## config.mk

```make
export PLATFORM = sky130hd
export DESIGN_NAME = uart_tx_frame
export DESIGN_NICKNAME = d
export VERILOG_FILES = /design/src/rtl/uart_tx_frame.sv
export SDC_FILE = /design/constraint.sdc
export NUM_CORES = 1
export LEC_CHECK = 0
export ABC_AREA = 1
export ABC_CLOCK_PERIOD_IN_PS = 2100
export CAP_MARGIN = 20
export CORE_ASPECT_RATIO = 0.6
export CORE_MARGIN = 10
export CORE_UTILIZATION = 50
export CTS_CLUSTER_DIAMETER = 120
export DETAILED_ROUTE_END_ITERATION = 7
export DONT_BUFFER_PORTS = 1
export PLACE_DENSITY_LB_ADDON = 0.08
export SLEW_MARGIN = 10
export SYNTH_ARGS = -nofsm -noshare
export SYNTH_HDL_FRONTEND = slang
export SYNTH_SLANG_ARGS = --single-unit
```

## constraint.sdc

```tcl
create_clock -name clk -period 2.1 [get_ports clk]
set_input_delay 0.21 -clock clk [delete_from_list [all_inputs] [get_ports clk]]
set_output_delay 0.21 -clock clk [all_outputs]
set_load 0.02 [all_outputs]
```

## src/rtl/uart_tx_frame.sv

```systemverilog
// 8N1 UART transmitter: a baud counter, a frame FSM and an LSB-first shift register.
// Define UART_TX_PARITY_EN to insert a parity bit (sense chosen by ODD) between data and stop.
`timescale 1ns/1ps

module uart_tx_frame #(
    parameter int BAUD = 104,
    parameter int ODD  = 0
) (
    input  logic       clk,
    input  logic       rstn,
    input  logic [7:0] data,
    input  logic       start,
    output logic       ready,
    output logic       tx
);

    localparam int CW = (BAUD > 2) ? $clog2(BAUD) : 1;
    localparam logic [CW-1:0] BAUD_LAST = CW'(BAUD - 1);

    typedef enum logic [2:0] {
        S_IDLE   = 3'd0,
        S_START  = 3'd1,
        S_DATA   = 3'd2,
`ifdef UART_TX_PARITY_EN
        S_PARITY = 3'd3,
`endif
        S_STOP   = 3'd4
    } state_t;

    // Catch illegal parameterisations at elaboration rather than in silicon.
    if (BAUD < 2) begin : g_bad_baud
        $error("uart_tx_frame: BAUD must be >= 2");
    end
    if (ODD != 0 && ODD != 1) begin : g_bad_odd
        $error("uart_tx_frame: ODD must be 0 or 1");
    end

    state_t        state;
    logic [CW-1:0] baud_cnt;
    logic [2:0]    bit_cnt;
    logic [7:0]    shreg;
    logic          baud_end;

`ifdef UART_TX_PARITY_EN
    localparam logic ODD_BIT = 1'(ODD);
    logic par_bit;
`endif

    assign baud_end = (baud_cnt == BAUD_LAST);

    always_ff @(posedge clk or negedge rstn) begin
        if (!rstn) begin
            state    <= S_IDLE;
            tx       <= 1'b1;
            ready    <= 1'b1;
            baud_cnt <= '0;
            bit_cnt  <= 3'd0;
            shreg    <= 8'h00;
`ifdef UART_TX_PARITY_EN
            par_bit  <= 1'b0;
`endif
        end else begin
            // The baud counter only runs while a frame is on the line.
            if (state == S_IDLE || baud_end) begin
                baud_cnt <= '0;
            end else begin
                baud_cnt <= baud_cnt + 1'b1;
            end

            case (state)
                S_IDLE: begin
                    if (start && ready) begin
                        shreg   <= data;
`ifdef UART_TX_PARITY_EN
                        par_bit <= (^data) ^ ODD_BIT;
`endif
                        tx      <= 1'b0;
                        ready   <= 1'b0;
                        bit_cnt <= 3'd0;
                        state   <= S_START;
                    end
                end
                S_START: begin
                    if (baud_end) begin
                        tx    <= shreg[0];
                        shreg <= {1'b0, shreg[7:1]};
                        state <= S_DATA;
                    end
                end
                S_DATA: begin
                    if (baud_end) begin
                        if (bit_cnt == 3'd7) begin
                            bit_cnt <= 3'd0;
`ifdef UART_TX_PARITY_EN
                            tx      <= par_bit;
                            state   <= S_PARITY;
`else
                            tx      <= 1'b1;
                            state   <= S_STOP;
`endif
                        end else begin
                            bit_cnt <= bit_cnt + 3'd1;
                            tx      <= shreg[0];
                            shreg   <= {1'b0, shreg[7:1]};
                        end
                    end
                end
`ifdef UART_TX_PARITY_EN
                S_PARITY: begin
                    if (baud_end) begin
                        tx    <= 1'b1;
                        state <= S_STOP;
                    end
                end
`endif
                S_STOP: begin
                    // ready rises on the edge that ends the stop bit; tx stays high.
                    if (baud_end) begin
                        tx    <= 1'b1;
                        ready <= 1'b1;
                        state <= S_IDLE;
                    end
                end
                default: begin
                    tx    <= 1'b1;
                    ready <= 1'b1;
                    state <= S_IDLE;
                end
            endcase
        end
    end

endmodule

```

==> results of run 1 <==
registers in the layout (all words and copies together) (netlist names):
signal,count
tx,1
baud_cnt,7
bit_cnt,3
state,3
shreg,8
ready,1
metrics by stage:
step                power [mW]  instances  hold WS, ps  worst slack [ps]
floorplan                1.441        154       -85.59             754.1
global placement         1.578        183       -84.73             598.7
detailed placement       1.619        183       -84.88             590.0
CTS                      1.901        188        72.60             561.3
global route             2.116        189        70.70             357.6
finish                   1.899        189        79.16             563.1
synth_stat cells (all sizes together):
master / count
inv: 15
xnor2: 1
or2: 1
nand4: 2
dfrtp: 21
dfstp: 2
buf: 1
nor3: 3
ha: 3
nor3b: 1
nor2: 12
nor4: 1
o21ai: 14
nand2: 64
nand3: 10
a21oi: 3
logic make-up (layout without fill, tap and decap cells):
group                      count (synthesis)  count (layout)
DFF                                       23              23
and+or+nand+nor                           94              94
buffers and inverters                     16              21
AOI/OAI and AO/OA                         17              17
adders and majority gates                  3               3
xor gates and xnor gates                   1               1
worst paths after layout:
check | from | to | slack (ps) | cells after the start
max in group asynchronous | rstn | ready$_DFFE_PN1P_ | 1330 | 2
min in group asynchronous | rstn | baud_cnt[0]$_DFF_PN0_ | 280 | 1
hold / removal | data[7] | shreg[7]$_DFFE_PN0P_ | 80 | 2
setup reg to reg | bit_cnt[0]$_DFFE_PN0P_ | shreg[0]$_DFFE_PN0P_ | 560 | 7
setup / recovery | bit_cnt[0]$_DFFE_PN0P_ | shreg[0]$_DFFE_PN0P_ | 560 | 7
hold reg to reg | baud_cnt[0]$_DFF_PN0_ | baud_cnt[0]$_DFF_PN0_ | 460 | 1
critical path, cell delays in order, from the launching register on:
cell     delay, ps
dfrtp_1        410
ha_1           210
ha_1           200
nand2_2        100
nand2_2        150
nor2_4         250
nand2_1         90
nand2_1         70
power by group:
part / internal [mW] / switching, mW
sequential: 0.605 / 0.125
combinational: 0.280 / 0.622
clock: 0.135 / 0.132
timing repair:
item                                   in CTS  in global routing
endpoints found under the hold margin      23                  0
setup endpoints to repair                   0                  0
hold buffers                                1                  0
layer usage:
| layer | track usage, % | wire, um | part of all wire [%] | vias to the layer above |
|---|---|---|---|---|
| li1 | - | - | - | 504 |
| met1 | 15.97 | 1365 | 52 | 447 |
| met2 | 16.65 | 1052 | 40 | 21 |
| met3 | 4.881 | 173 | 6.6 | 4 |
| met4 | 4.513 | 41 | 1.6 | 0 |
| met5 | 0 | 0 | 0 | - |
final cells by class:
class	instances	area share (%)
Timing Repair Buffer	2	2.830
Tap cell	30	2.830
Clock buffer	4	3.396
Multi-Input combinational cell	115	43.11
Sequential cell	23	43.58
Inverter	15	4.245
cell usage in the layout (no fill, tap or decap), drive strengths merged:
cell / Yosys / routed
nor3b: 1 / 1
dlygate4sd3: 0 / 1
o21ai: 14 / 14
clkbuf: 0 / 4
dfstp: 2 / 2
a21oi: 3 / 3
nor4: 1 / 1
buf: 1 / 1
nand2: 64 / 64
xnor2: 1 / 1
nand4: 2 / 2
nor3: 3 / 3
dfrtp: 21 / 21
nand3: 10 / 10
ha: 3 / 3
or2: 1 / 1
nor2: 12 / 12
inv: 15 / 15
==> results.rst, run 1 <==
.. list-table::
   :header-rows: 1

   * - Metric
     - Value
   * - CTS H-tree lvls
     - 1
   * - Kind of end point of the critical path
     - flop
   * - Hold crit path type
     - input pin to flop
   * - Overall fraction of global-route tracks in use
     - a little under an eighth
   * - Via total after detailed routing
     - 976
   * - Category of the critical setup timing path
     - flop to flop
   * - Post-detailed-routing wire length
     - 2.632 mm
   * - Seq/Total Area, Yosys
     - 47.48%
   * - Length of the first detailed-routing pass in iterations
     - 4
   * - Cell at the root of the clock tree
     - clkbuf_8
   * - Via count of the first global-routing pass
     - between 900 and 1,000
   * - Sum of net half-perimeters after detailed placement
     - 2.006 mm
   * - Final period utilization
     - around three quarters
   * - Post-CTS repair timing setup buffer count
     - 0
   * - Worst-case vdd ir drop
     - between 0.5 and 0.6 mV
   * - Crit Path Max Fanout
     - 9
   * - Largest net degree at the start of global routing
     - 24
   * - Number of CTS-inserted buffers
     - 3
   * - Main combinational cell family by area after synthesis
     - simple AND/OR/NAND/NOR gates
   * - Clk_skew
     - about 1.3 ps
   * - Drt via density
     - 5.164
   * - Count of state elements after synthesis
     - 23
   * - Cts repair resizes
     - 0
   * - Final cell area excluding filler cells
     - 1326 um2
   * - Main area contributors after synthesis
     - dfrtp_1 43%, nand2_1 17%, dfstp_2 4.3%
   * - Count of clock tree sinks
     - 23
   * - Starting DRT DRC Count
     - 111
   * - Critical Path Source Type
     - flop
   * - Std-Cell Core Area
     - 2245 um2
   * - Synth Area per Inst
     - roughly 7.9 um2
   * - PD cells
     - 1432 nW/um2
   * - Area taken by multi-input logic gates
     - roughly 570 um2
   * - Synth Area in Adders
     - 3.083%
   * - Worst slew margin relative to its limit
     - 76.29%
   * - Proportion of netlist area held by the largest area contributor
     - between 40% and 50%
   * - Compound-Gate Fraction of Synth Area
     - 6.989%
   * - Maximum operating frequency
     - approximately 0.65 GHz
   * - Crit path arrival time
     - 1740 ps
   * - Number of antenna violations at the first check in global routing
     - 0
   * - First-pass GRT wire length
     - 4.754 mm
   * - Routability congestion estimate
     - slightly above 0.9
   * - Library cell occupying the most area in the post-synthesis netlist
     - dfrtp_1
   * - Placed standard-cell area
     - 1244 um2
   * - Share of final-layout standard cells stronger than drive strength 1
     - 14.47%
   * - DRT antenna net count
     - 0
   * - Utilization after layout
     - 59.09%
   * - Horizontal die dimension
     - ~84 um
   * - Overall overflow remaining after global route
     - 0
   * - Sequential cell area in the final layout
     - 578.1 um2
   * - Setup-failing EPs final
     - 0
   * - Port Buffer Count
     - 0
   * - Maximum clock insertion buffer count
     - 2
   * - Height of the die
     - slightly below 60 um
   * - Area of the mapped netlist
     - around 1200 um2
   * - Effective utilization at floorplan
     - 54.24%
   * - Min Tclk post-route
     - between 1500 and 2000 ps
   * - Post-detailed-route wirelength per cell
     - 13.93 um
   * - Final hold violations
     - 0
   * - Synthesized instance count
     - 154
   * - Leakage component of the power
     - 0.6914 nW
   * - XOR/XNOR share of the synthesized area
     - less than 1%
   * - Register clock-pin slew on the reported worst setup and hold paths
     - ~70 ps
   * - Number of pins with negative max-slew slack in the final report
     - 0
   * - Simple-gate portion of the synthesized area
     - roughly 36%
   * - Number of primary I/O pins
     - 13
   * - Req. time, crit path
     - about 2300 ps
   * - Worst-Margin Slew
     - approximately 350 ps
   * - Total number of yosys warnings
     - 0
   * - Result of the run
     - complete, no violations
   * - Number of maximum-capacitance violations
     - 0
   * - Final total negative setup slack
     - 0 ps
   * - Layout overhead on the synthesized area
     - 8.941%
   * - Ant. Diodes
     - 0
   * - RSZ-0062 raised after global routing
     - false
   * - Clock insertion delay at the later pin of the skew report
     - 260 ps
   * - Portion of netlist area occupied by mux cells
     - 0%
   * - Fillers
     - 216
   * - Die outline area
     - 4873 um2
   * - Syn_nets
     - between 150 and 200
   * - FP Rows
     - 13
   * - Layout Nets
     - between 150 and 200
   * - Post-detailed-route DRC marker count
     - 0
   * - Synth unique cells
     - 23
   * - Clock tree from TritonCTS
     - done
No activity file was read; power rests on OpenSTA's default activity.
==> run 2: changes to the inputs <==
- ABC_CLOCK_PERIOD_IN_PS: 2100 -> 1310
- clock period: 2.1 -> 1.31 ns (I/O delays scaled with it)
==> results.rst, run 2 (synthesized netlist as in run 1, its figures left out) <==
.. list-table::
   :header-rows: 1

   * - Metric
     - Value
   * - Hold crit path type
     - input pin to flop (unchanged)
   * - Post-detailed-route wirelength per cell
     - 17.11 um (was 13.93 um)
   * - PD cells
     - 2369 nW/um2 (was 1432 nW/um2)
   * - Final period utilization
     - 112.5% (was 73.19%)
   * - CTS H-tree lvls
     - 1 (unchanged)
   * - Kind of end point of the critical path
     - flop (unchanged)
   * - Origin of the critical flop-to-flop path
     - state[0]$_DFFE_PN0P_ (was bit_cnt[0]$_DFFE_PN0P_)
   * - Clock tree from TritonCTS
     - done (unchanged)
   * - Via total after detailed routing
     - 1,209 (was 976)
   * - Layout Nets
     - 203 (was 174)
   * - Share of final-layout standard cells stronger than drive strength 1
     - 39.89% (was 14.47%)
   * - Number of maximum-capacitance violations
     - 0 (unchanged)
   * - Critical Path Source Type
     - flop (unchanged)
   * - Length of the first detailed-routing pass in iterations
     - 5 (was 4)
   * - Effective utilization at floorplan
     - 54.24% (unchanged)
   * - Via count of the first global-routing pass
     - 1,012 (was 999)
   * - Req. time, crit path
     - 1520 ps (was 2310 ps)
   * - Number of antenna violations at the first check in global routing
     - 0 (unchanged)
   * - Violations in the final reports
     - setup timing
   * - Worst slew margin relative to its limit
     - 65.51% (was 76.29%)
   * - Number of primary I/O pins
     - 13 (unchanged)
   * - Routability congestion estimate
     - 0.8946 (was 0.9246)
   * - Height of the die
     - 58.22 um (unchanged)
   * - Maximum operating frequency
     - 0.6788 GHz (was 0.6507 GHz)
   * - FP Rows
     - 13 (unchanged)
   * - First-pass GRT wire length
     - 4.961 mm (was 4.754 mm)
   * - End of the worst register-to-register path
     - shreg[0]$_DFFE_PN0P_ (unchanged)
   * - Most frequent standard cell in the layout excluding fill and tap cells
     - nand2_1 (unchanged)
   * - Registers with the most flip-flops
     - shreg: 8 flops, baud_cnt: 7 flops (unchanged)
   * - DRT antenna net count
     - 0 (unchanged)
   * - Worst Setup SP
     - state[0]$_DFFE_PN0P_ (was bit_cnt[0]$_DFFE_PN0P_)
   * - Horizontal die dimension
     - 83.70 um (unchanged)
   * - Most frequent cells in the layout
     - 52 x nand2_1, 24 x buf_4, 20 x dfrtp_1, 10 x inv_1, 10 x o21ai_1 (was 56 x nand2_1, 21 x dfrtp_1, 11 x inv_1, 9 x nor2_1, 9 x o21ai_1)
   * - Register clock-pin slew on the reported worst setup and hold paths
     - 80 ps (was 70 ps)
   * - Final worst setup slack
     - -163.1 ps (was 563.1 ps)
   * - RSZ-0062 raised after global routing
     - true (was false)
   * - Hold Crit Endpoint
     - ready$_DFFE_PN1P_ (was shreg[7]$_DFFE_PN0P_)
   * - Setup-failing EPs final
     - 22 (was 0)
   * - Largest net degree at the start of global routing
     - 24 (unchanged)
   * - Sum of net half-perimeters after detailed placement
     - 2.172 mm (was 2.006 mm)
   * - Power, Total
     - 4.159 mW (was 1.899 mW)
   * - Crit Path Max Fanout
     - 8 (was 9)
   * - Result of the run
     - complete, but fails checks (was complete, no violations)
   * - Std-Cell Core Area
     - 2245 um2 (unchanged)
   * - Top reg by flops
     - shreg (unchanged)
   * - Overall fraction of global-route tracks in use
     - 12.39% (was 11.96%)
   * - Drt via density
     - 5.546 (was 5.164)
   * - Crit path arrival time
     - 1680 ps (was 1740 ps)
   * - Ant. Diodes
     - 0 (unchanged)
   * - Hold_sp
     - start (was data[7])
   * - Reg2Reg Depth
     - 8 (was 7)
   * - Number of pins with negative max-slew slack in the final report
     - 0 (unchanged)
   * - Port Buffer Count
     - 0 (unchanged)
   * - Post-detailed-routing wire length
     - 3.729 mm (was 2.632 mm)
   * - Die outline area
     - 4873 um2 (unchanged)
   * - Final hold violations
     - 0 (unchanged)
   * - Clk_skew
     - 1.417 ps (was 1.255 ps)
   * - Worst-case register-to-register setup slack
     - -160 ps (was 560 ps)
   * - Starting DRT DRC Count
     - 148 (was 111)
   * - Cell at the root of the clock tree
     - clkbuf_8 (unchanged)
   * - Min Tclk post-route
     - 1473 ps (was 1537 ps)
   * - Overall overflow remaining after global route
     - 0 (unchanged)
   * - Number of CTS-inserted buffers
     - 3 (unchanged)
   * - Worst-case vdd ir drop
     - 1.175 mV (was 0.5539 mV)
   * - Worst-Margin Slew
     - 512.6 ps (was 354.5 ps)
   * - Post-detailed-route DRC marker count
     - 0 (unchanged)
   * - Utilization after layout
     - 78.21% (was 59.09%)
   * - Hold Path Cell Cnt
     - 3 (was 2)
   * - Clock insertion delay at the later pin of the skew report
     - 260 ps (about the same)
   * - Minimum hold slack
     - 33.49 ps (was 79.16 ps)
   * - Category of the critical setup timing path
     - flop to flop (unchanged)
   * - Leakage component of the power
     - 0.8686 nW (was 0.6914 nW)
   * - Count of clock tree sinks
     - 23 (unchanged)
   * - Maximum clock insertion buffer count
     - 2 (unchanged)
   * - Layout overhead on the synthesized area
     - 44.19% (was 8.941%)
   * - Number of flip-flops in the largest register
     - 8 (unchanged)
[run 2: cell type report]
type / instances / area (um2)
Tap cell: 30 / 37.54
Sequential cell: 23 / 579.3
Timing Repair Buffer: 29 / 237.7
Inverter: 15 / 58.81
Clock inverter: 1 / 5.005
Fill cell: 136 / 489.2
Multi-Input combinational cell: 117 / 795.8
Clock buffer: 3 / 41.29
[run 2: worst max-delay path, cell delays in order (launching register included)]
cell and delay [ps]:
dfrtp_1 450, buf_4 180, nand3_2 100, nand2_4 90, nand2_4 110, nand2_8 80
nor2_4 220, nand2_1 100, nand2_1 70
[run 2: power by group]
part,total (mW),internal (mW),switching (mW),leakage [nW]
combinational,2.55,1.01,1.53,0.547
clock,0.443,0.212,0.231,0.0255
sequential,1.17,0.970,0.199,0.296
total,4.16,2.20,1.96,0.869
[run 2: worst max path at each step]
stage | endpoint | slack (ps) | cells past startpoint
3_3_place_gp | shreg[7]$_DFFE_PN0P_ | -60 | 7
6_report | shreg[0]$_DFFE_PN0P_ | -160 | 8
3_5_place_dp | shreg[7]$_DFFE_PN0P_ | -140 | 7
4_1_cts | shreg[7]$_DFFE_PN0P_ | -80 | 9
5_1_grt | shreg[0]$_DFFE_PN0P_ | -220 | 9
2_1_floorplan | shreg[7]$_DFFE_PN0P_ | 2 | 9
[run 2: repair_timing]
| action | in CTS | in global routing |
|---|---|---|
| setup buffers | 3 | 7 |
| endpoints found under the setup margin | 15 | 19 |
| cloned | 1 | 1 |
| pin swaps | 8 | 20 |
| hold buffers | 1 | 1 |
| hold endpoints to repair | 23 | 1 |
| gates resized for setup | 15 | 33 |
[run 2: through the flow]
| stage | setup WS, ps | instance area [um2] | instances | setup TNS [ps] |
|---|---|---|---|---|
| final | -163.1 | 1755 | 218 | -1635 |
| after global routing | -220.4 | 1755 | 218 | -2949 |
| after CTS | -76.35 | 1531 | 209 | -535.9 |
| after detailed placement | -140.7 | 1379 | 200 | -1248 |
| after global placement | -58.08 | 1379 | 200 | -447.6 |
| after floorplan | 1.996 | 1225 | 154 | 0 |
[run 2: per-layer routing]
metal / track usage, % / wire (um) / part of all wire, % / up-vias
li1: - / - / - / 566
met1: 17.42 / 1585 / 43 / 564
met2: 17.74 / 1718 / 46 / 71
met3: 4.603 / 369 / 9.9 / 8
met4: 1.900 / 55 / 1.5 / 0
met5: 0 / 0 / 0 / -
==> run 3: changes to the inputs <==
- PLACE_DENSITY_LB_ADDON: 0.08 -> 0.25
==> results.rst, run 3 (synthesized netlist as in run 1, its figures left out) <==
.. list-table::
   :header-rows: 1

   * - Metric
     - Value
   * - Result of the run
     - complete, but fails checks (unchanged)
   * - Violations in the final reports
     - setup timing (unchanged)
   * - Drt via density
     - 5.717 (was 5.546)
   * - Post-detailed-route wirelength per cell
     - 18.10 um (was 17.11 um)
   * - Via total after detailed routing
     - 1,292 (was 1,209)
   * - PD cells
     - 2494 nW/um2 (was 2369 nW/um2)
   * - Port Buffer Count
     - 0 (unchanged)
   * - Final period utilization
     - 112.8% (was 112.5%)
   * - Most frequent standard cell in the layout excluding fill and tap cells
     - nand2_1 (unchanged)
   * - Top reg by flops
     - shreg (unchanged)
   * - Starting DRT DRC Count
     - 206 (was 148)
   * - Overall fraction of global-route tracks in use
     - 14.70% (was 12.39%)
   * - Post-detailed-route DRC marker count
     - 0 (unchanged)
   * - Min Tclk post-route
     - 1477 ps (was 1473 ps)
   * - CTS H-tree lvls
     - 1 (unchanged)
   * - Cell at the root of the clock tree
     - clkbuf_8 (unchanged)
   * - Layout overhead on the synthesized area
     - 43.68% (was 44.19%)
   * - Final worst setup slack
     - -167.5 ps (was -163.1 ps)
   * - Length of the first detailed-routing pass in iterations
     - 4 (was 5)
   * - Most frequent cells in the layout
     - 55 x nand2_1, 32 x buf_4, 20 x dfrtp_1, 10 x inv_1, 8 x o21ai_1 (was 52 x nand2_1, 24 x buf_4, 20 x dfrtp_1, 10 x inv_1, 10 x o21ai_1)
   * - Minimum hold slack
     - 14.56 ps (was 33.49 ps)
   * - Number of flip-flops in the largest register
     - 8 (unchanged)
   * - Effective utilization at floorplan
     - 54.24% (unchanged)
   * - Category of the critical setup timing path
     - flop to flop (unchanged)
   * - Worst-case vdd ir drop
     - 1.069 mV (was 1.175 mV)
   * - First-pass GRT wire length
     - 5.823 mm (was 4.961 mm)
   * - Crit path arrival time
     - 1690 ps (was 1680 ps)
   * - Placed insts
     - 201 (was 200)
   * - Ant. Diodes
     - 0 (unchanged)
   * - Number of CTS-inserted buffers
     - 3 (unchanged)
   * - Height of the die
     - 58.22 um (unchanged)
   * - Sum of net half-perimeters after detailed placement
     - 2.217 mm (was 2.172 mm)
   * - Via count of the first global-routing pass
     - 1,191 (was 1,012)
   * - Routability congestion estimate
     - 0.8559 (was 0.8946)
   * - Horizontal die dimension
     - 83.70 um (unchanged)
   * - Hold crit path type
     - input pin to flop (unchanged)
   * - DRT antenna net count
     - 0 (unchanged)
   * - Final non-filler cell total
     - 226 (was 218)
   * - Share of final-layout standard cells stronger than drive strength 1
     - 40.82% (was 39.89%)
   * - Setup-failing EPs final
     - 22 (unchanged)
   * - Clk_skew
     - 4.708 ps (was 1.417 ps)
   * - Req. time, crit path
     - 1520 ps (about the same)
   * - Worst-Margin Slew
     - 441.5 ps (was 512.6 ps)
   * - Number of maximum-capacitance violations
     - 0 (unchanged)
   * - Largest net degree at the start of global routing
     - 24 (unchanged)
   * - Std-Cell Core Area
     - 2245 um2 (unchanged)
   * - Final hold violations
     - 0 (unchanged)
   * - Clock tree from TritonCTS
     - done (unchanged)
   * - Post-detailed-routing wire length
     - 4.091 mm (was 3.729 mm)
   * - Kind of end point of the critical path
     - flop (unchanged)
   * - Worst slew margin relative to its limit
     - 70.47% (was 65.51%)
   * - Layout Nets
     - 211 (was 203)
   * - Clock insertion delay at the later pin of the skew report
     - 270 ps (was 260 ps)
   * - Register clock-pin slew on the reported worst setup and hold paths
     - 80 ps (about the same)
   * - Number of primary I/O pins
     - 13 (unchanged)
   * - Number of pins with negative max-slew slack in the final report
     - 0 (unchanged)
   * - Critical Path Source Type
     - flop (unchanged)
   * - Maximum operating frequency
     - 0.6768 GHz (was 0.6788 GHz)
   * - Registers with the most flip-flops
     - shreg: 8 flops, baud_cnt: 7 flops (unchanged)
   * - RSZ-0062 raised after global routing
     - true (unchanged)
   * - FP Rows
     - 13 (unchanged)
   * - Number of antenna violations at the first check in global routing
     - 0 (unchanged)
   * - Maximum clock insertion buffer count
     - 2 (unchanged)
   * - Crit Path Max Fanout
     - 8 (unchanged)
   * - Overall overflow remaining after global route
     - 0 (unchanged)
   * - Leakage component of the power
     - 0.8840 nW (was 0.8686 nW)
   * - Die outline area
     - 4873 um2 (unchanged)
   * - Count of clock tree sinks
     - 23 (unchanged)
[run 3: area by class of cell]
cell class,instances,area (um2)
inverter,15,58.81
clock buffer,3,41.29
multi-input combinational,116,718.2
timing repair buffer,38,309.0
tap,30,37.54
sequential,23,579.3
fill,139,495.5
clock inverter,1,5.005
[run 3: per-layer routing]
layer | up-vias | global-route usage (%) | wire (um)
met1 | 600 | 17.89 | 1612
met4 | 0 | 6.413 | 185
met2 | 85 | 23.18 | 1872
met3 | 28 | 5.160 | 419
met5 | - | 0 | 0
li1 | 579 | - | -
[run 3: stage by stage]
step           setup slack (ps)  instance area (um2)  total power, mW  utilization [%]  TNS [ps]
2_1_floorplan             1.996                 1225            2.314                -         0
3_3_place_gp             -48.36                 1386            2.837            61.76    -330.8
3_5_place_dp             -140.5                 1386            2.927            61.76     -1090
4_1_cts                  -78.79                 1579            3.772            70.35    -670.9
5_1_grt                  -247.7                 1749            4.628            77.93     -3455
6_report                 -167.5                 1749            4.362            77.93     -1885
[run 3: final timing paths]
check | end | from | slack (ps) | cells after the start
max in group asynchronous | ready$_DFFE_PN1P_ | rstn | 540 | 2
min reg2reg | bit_cnt[2]$_DFFE_PN0P_ | bit_cnt[2]$_DFFE_PN0P_ | 510 | 2
max reg2reg | shreg[4]$_DFFE_PN0P_ | baud_cnt[0]$_DFF_PN0_ | -170 | 9
min | ready$_DFFE_PN1P_ | start | 10 | 3
min in group asynchronous | baud_cnt[5]$_DFF_PN0_ | rstn | 230 | 1
max | shreg[4]$_DFFE_PN0P_ | baud_cnt[0]$_DFF_PN0_ | -170 | 9
[run 3: power breakdown]
group          leakage [nW]  internal [mW]  switching, mW  total (mW)
registers             0.296          0.970          0.202        1.17
clock network        0.0255          0.213          0.238       0.451
logic                 0.563           1.19           1.55        2.74
[run 3: what timing repair did]
item                       4_1_cts  5_1_grt
hold endpoints to repair        24        0
cloned                           1        0
resized for setup               18       20
hold buffers                     2        0
pin swaps                       17       23
buffers inserted                 8       10
setup endpoints to repair       15       22
[run 3: critical path, stage by stage, from the launching register on]
cell and delay, ps:
dfrtp_1 360, ha_2 190, nand2_2 70, inv_2 80, nand3_4 90, nand2_4 120
nand2_8 70, nor2_4 240, nand2_1 110, nand2_1 80
